**config.mk**
```make
export PLATFORM = sky130hd
export DESIGN_NAME = ram_fifo_ctrl
export DESIGN_NICKNAME = d
export VERILOG_FILES = /design/src/rtl/ram_fifo_ctrl.sv
export SDC_FILE = /design/constraint.sdc
export NUM_CORES = 1
export LEC_CHECK = 0
export CORE_MARGIN = 2
export CORE_UTILIZATION = 37
export DETAILED_ROUTE_END_ITERATION = 10
export GPL_ROUTABILITY_DRIVEN = 0
export PLACE_DENSITY_LB_ADDON = 0.08
export SETUP_SLACK_MARGIN = 0.4
export SYNTH_ARGS = -nofsm -noshare
export SYNTH_HDL_FRONTEND = slang
export SYNTH_SLANG_ARGS = --single-unit
export TNS_END_PERCENT = 50
```
**constraint.sdc**
```tcl
create_clock -name clk -period 2.2 [get_ports clk]
set_clock_uncertainty 0.1 [all_clocks]
set_input_delay 0.44 -clock clk [delete_from_list [all_inputs] [get_ports clk]]
set_output_delay 0.44 -clock clk [all_outputs]
set_load 0.05 [all_outputs]
```
**src/rtl/ram_fifo_ctrl.sv**
```systemverilog
// Show-ahead valid/ready FIFO around a 1-cycle registered-read DualPortRam; `RAM_FIFO_LEVEL_EN adds the level port.
// Latency: a word pushed into an empty FIFO is on outData with outValid two edges later; one word/cycle sustained.
// Backpressure: inReady falls when the RAM is full; the output stage holds outData/outValid while outReady is low.
module ram_fifo_ctrl #(
   parameter int DATA_WIDTH = 32,
   parameter int ADDR_WIDTH = 5
) (
   input  logic                  clk,
   input  logic                  rst,
   input  logic                  flush,
   input  logic                  inValid,
   output logic                  inReady,
   input  logic [DATA_WIDTH-1:0] inData,
   output logic                  outValid,
   input  logic                  outReady,
   output logic [DATA_WIDTH-1:0] outData,
   output logic                  ramWe,
   output logic [ADDR_WIDTH-1:0] ramWAddr,
   output logic [ADDR_WIDTH-1:0] ramRAddr,
   output logic [DATA_WIDTH-1:0] ramDataIn,
   input  logic [DATA_WIDTH-1:0] ramQ
`ifdef RAM_FIFO_LEVEL_EN
   ,
   output logic [ADDR_WIDTH+1:0] level
`endif
);

   localparam int PW = ADDR_WIDTH + 1;
   localparam logic [PW-1:0] DEPTH = {1'b1, {ADDR_WIDTH{1'b0}}};

   logic [PW-1:0]         wr_ptr;
   logic [PW-1:0]         rd_ptr;
   logic [PW-1:0]         ram_count;
   logic                  out_valid;
   logic                  sel_q;
   logic                  push;
   logic                  fetch;
   logic [DATA_WIDTH-1:0] hold_reg;

   // Extra pointer bit distinguishes full from empty when the indices match.
   assign ram_count = wr_ptr - rd_ptr;
   assign inReady   = !flush && (ram_count != DEPTH);
   assign push      = inValid && inReady;
   assign fetch     = !flush && (ram_count != '0) && (!out_valid || outReady);

   assign ramWe     = push;
   assign ramWAddr  = wr_ptr[ADDR_WIDTH-1:0];
   assign ramDataIn = inData;
   assign ramRAddr  = rd_ptr[ADDR_WIDTH-1:0];

   // RAM q is only valid the cycle after a fetch; afterwards the copy in hold_reg
   // keeps the head stable even once its slot is overwritten.
   assign outValid  = out_valid;
   assign outData   = sel_q ? ramQ : hold_reg;

`ifdef RAM_FIFO_LEVEL_EN
   assign level = (ADDR_WIDTH+2)'(ram_count) + (ADDR_WIDTH+2)'(out_valid);
`endif

   always_ff @(posedge clk or posedge rst) begin
      if (rst) begin
         wr_ptr    <= '0;
         rd_ptr    <= '0;
         out_valid <= 1'b0;
         sel_q     <= 1'b0;
         hold_reg  <= '0;
      end else if (flush) begin
         wr_ptr    <= '0;
         rd_ptr    <= '0;
         out_valid <= 1'b0;
         sel_q     <= 1'b0;
      end else begin
         if (push) begin
            wr_ptr <= wr_ptr + PW'(1);
         end
         if (fetch) begin
            rd_ptr    <= rd_ptr + PW'(1);
            out_valid <= 1'b1;
         end else if (outReady) begin
            out_valid <= 1'b0;
         end
         sel_q <= fetch;
         if (sel_q) begin
            hold_reg <= ramQ;
         end
      end
   end

endmodule

```
======== After elaboration in Yosys (flattened, before gate mapping) ========
Index checks and enable logic that the tools add are counted.
operators by class
  add/subtract/negate cells ............... 3
  equal/unequal tests ..................... 1
  multiplexer cells ....................... 9
  reductions and logical operators ........ 11
operator list
  cell                   number
  $mux W32               1
  $mux W6                4
  $add A6 B1 Y6 const B  2
  $ne A6 B6 Y1 const B   1
  $reduce_bool A6 Y1     1
  $sub A6 B6 Y6          1
  $logic_and A1 B1 Y1    4
  $mux W1                4
  $reduce_bool A2 Y1     2
  $reduce_bool A3 Y1     1
  $logic_not A1 Y1       2
  $logic_or A1 B1 Y1     1
word-level totals
  register bits ........................... 46
  logic and storage cells ................. 29

======== Depth between registers and ports, before layout ========
  depth in word-level cells ............... 6
  depth in mapped cells ................... 8
  depth with buffers taken out ............ 8

======== Worst setup path after synthesis ========
Ideal clock, no wire load.
  kind .................................... register -> output
  start point ............................. reg wr_ptr[2]
  end point ............................... out ramWe
  arrival ................................. 2323 ps
  required time ........................... 1660 ps
  slack ................................... -663 ps
  stages on the path, launching flop included .. 8
  buffers on the path ..................... 0
  cell sequence ........................... dfrtp_1 ha_1 o21ai_1 a21oi_2 o22ai_2 xnor2_2 a21boi_2 nor2b_1
between the ends
  longest elaborated chain between the ends .. 4
ends and longest elaborated chain
  what                    RTL line  source
  start, declared         31        logic [PW-1:0] wr_ptr;
  start signal, assigned  74        wr_ptr <= wr_ptr + PW'(1);
  $sub A6 B6 Y6           41        assign ram_count = wr_ptr - rd_ptr;
  $ne A6 B6 Y1            42        assign inReady = !flush && (ram_count != DEPTH);
  $logic_and A1 B1 Y1     42
  $logic_and A1 B1 Y1     43        assign push = inValid && inReady;
  end, declared           17        output logic ramWe,
No other way between the ends.

======== Final worst setup path ========
Ends and elaborated chain as after synthesis.

==> impl_metrics.tcl <==
set metrics [dict create \
    htree_num_levels 2 \
    fin_crit_ps 2590 \
    syn_area_um2 2950 \
    utilization_pct 61.1 \
    mostFrequentLayoutCells "dfrtp_1, mux2_4, buf_12, clkdlybuf4s50_1, buf_4" \
    numCtsBuffers 5 \
    min_period_over_period_pct 118 \
    drt_iter0_markers 52 \
    grt_pass1_wl_mm 11.1 \
    clock-sinks 46 \
    startpoint_type "flop" \
    clk_path_buf_depth 2 \
    drtAntennaViolNets 0 \
    path_class "reg -> out" \
    power_density_nw_per_um2 1720 \
    worst_pin_slew_ps 495 \
    rrSetupSlack_ps -90 \
    die_width_um 93.3 \
    via_per_inst 4.77 \
    end_kind "primary output" \
    violations "setup timing" \
    syn_to_final_growth_pct 60.1 \
    design_area_um2 4720 \
    max_freq_mhz 385 \
    grt_use_total_pct 16.1 \
    antennaDiodeCount 0 \
    maxSlewHeadroom_pct 67.0 \
    crit_arrival_ps 2050 \
    hpwl_mm 4.77 \
    rows 32 \
    dpl_cell_area_um2 4210 \
    cap_violations 0 \
    yosys_warnings 0 \
    power.total_w 0.00812 \
    vias 2094 \
    rsz0062_at_grt "yes" \
    die_area_um2 8700 \
    largest_reg_flops 32 \
    grt_max_degree 27 \
    fin_ws_ps -395 \
    nets 412 \
    outcome "complete, but fails checks" \
    fin_cells 439 \
    fillers 596 \
    io_pins 146 \
    cts.clk_slew.worst_paths_ps 90 \
    wirelength_mm 6.97 \
    cp.required_ps 1660 \
    final_common_cell "dfrtp_1" \
    worstHoldPathType "in -> async" \
    firstDrtPassIters 4 \
    drv_slew 0 \
    io_buffer_count 81 \
    synth_area_per_cell_um2 11.3 \
    globalRoute.totalOverflow 0 \
    syn-instance-count 262 \
    hold-worst-slack_ps 380 \
    cts_root_buffer "clkbuf_8" \
    drive_gt1_share_pct 60.5 \
    ys_seq_elements 46 \
    wire_per_inst_um 15.9 \
    worstPathMaxFanout 3 \
    finalSetupViolations 9 \
    worst_skew_pair.late_latency_ps 300 \
    ir_drop_uv 812 \
    grt_pass1_vias 2197 \
    cts_tree "done" \
    synth_nets 338 \
    drc 0 \
    ys_types 37 \
    chipHeight_um 93.3 \
    ys_seq_area_share_pct 39.0 \
    antenna_found_initial 0 \
    place_inst 424 \
    finalHoldViolCount 0 \
    cellLeakagePower_nw 2.05 \
    start_util_pct 38.1 \
    coreArea_um2 7730 \
    cts_hold_buf 0 \
]
## report_power, final
group          total [W]  switching (W)  internal (W)  leakage (nW)
Combinational    0.00611        0.00297       0.00314          1.44
Sequential       0.00138       0.000183       0.00119         0.562
Clock           0.000631       0.000291      0.000341        0.0524
## through the flow
stage	setup slack [ps]	setup TNS [ps]
finish	-395	-1100
global route	-472	-1790
CTS	-379	-760
detailed placement	-75.3	-214
global placement	-49.7	-98.1
floorplan	-181	-320
## cell type report
cell class	count	area, um^2	area share (%)
Sequential cell	46	1150	24.5
Tap cell	102	128	2.70
Clock buffer	7	76.3	1.62
Clock inverter	1	30.0	0.636
Inverter	6	22.5	0.477
Timing Repair Buffer	119	1510	32.0
Multi-Input combinational cell	158	1800	38.1
## cells in the mapped netlist, drive strengths merged
cell type	instances	share of area, %
a211oi	5	1.9
a21boi	2	0.64
a21o	1	0.30
a21oi	9	1.7
a22oi	1	0.42
a31oi	1	0.21
buf	48	11
clkbuf	4	0.51
dfrtp	46	39
ha	7	3.0
inv	6	0.76
mux2	74	28
mux2i	2	0.68
nand2	5	0.64
nand2b	4	1.1
nand3	4	0.68
nand4	2	0.42
nor2	17	2.2
nor2b	8	1.7
nor3	3	0.51
o21a	1	0.25
o21ai	3	0.51
o22ai	1	0.42
o2bb2ai	1	0.51
or2	1	0.21
or4	1	0.25
xnor2	4	1.4
xor2	1	0.30
## worst paths after layout
| kind | to | cells after the start | start |
|---|---|---|---|
| hold / removal | hold_reg[26] | 2 | rst |
| setup reg to reg | wr_ptr[5] | 9 | wr_ptr[1] |
| setup / recovery | ramWe | 8 | wr_ptr[2] |
| min in group clk | hold_reg[14] | 1 | hold_reg[14] |
| hold reg to reg | hold_reg[14] | 1 | hold_reg[14] |
| max in group asynchronous | hold_reg[2] | 3 | rst |
## worst max-delay path, cell delays in order (launching register included)
cell	delay [ps]
dfrtp_2	430
ha_4	300
o21ai_4	60
a21oi_4	160
a22oi_2	130
a211oi_4	290
a21boi_2	90
nor2b_4	140
buf_12	160
## cell families after synthesis
family                     after synthesis  share of synthesized area [%]
AOI/OAI and AO/OA                       25                           6.79
xor gates and xnor gates                 5                           1.74
adders and majority gates                7                           2.97
buffers and inverters                   58                           12.7
DFF                                     46                           39.0
muxes                                   76                           28.9
and+or+nand+nor                         45                           7.77
## layer usage
| layer | GRT usage (%) | vias to the layer above | wire length [um] |
|---|---|---|---|
| met5 | 0 | - | 0 |
| met3 | 3.55 | 10 | 341 |
| met1 | 22.3 | 1012 | 3330 |
| li1 | - | 1016 | - |
| met2 | 25.5 | 56 | 3240 |
| met4 | 4.29 | 0 | 55 |
## repair_timing
action | in CTS | in global routing
gates resized for setup | 69 | 23
setup buffers | 2 | 3
cloned | 1 | 1
pin swaps | 4 | 5
endpoints found under the setup margin | 54 | 48
Note: power is estimated with default switching activity, not from simulation.
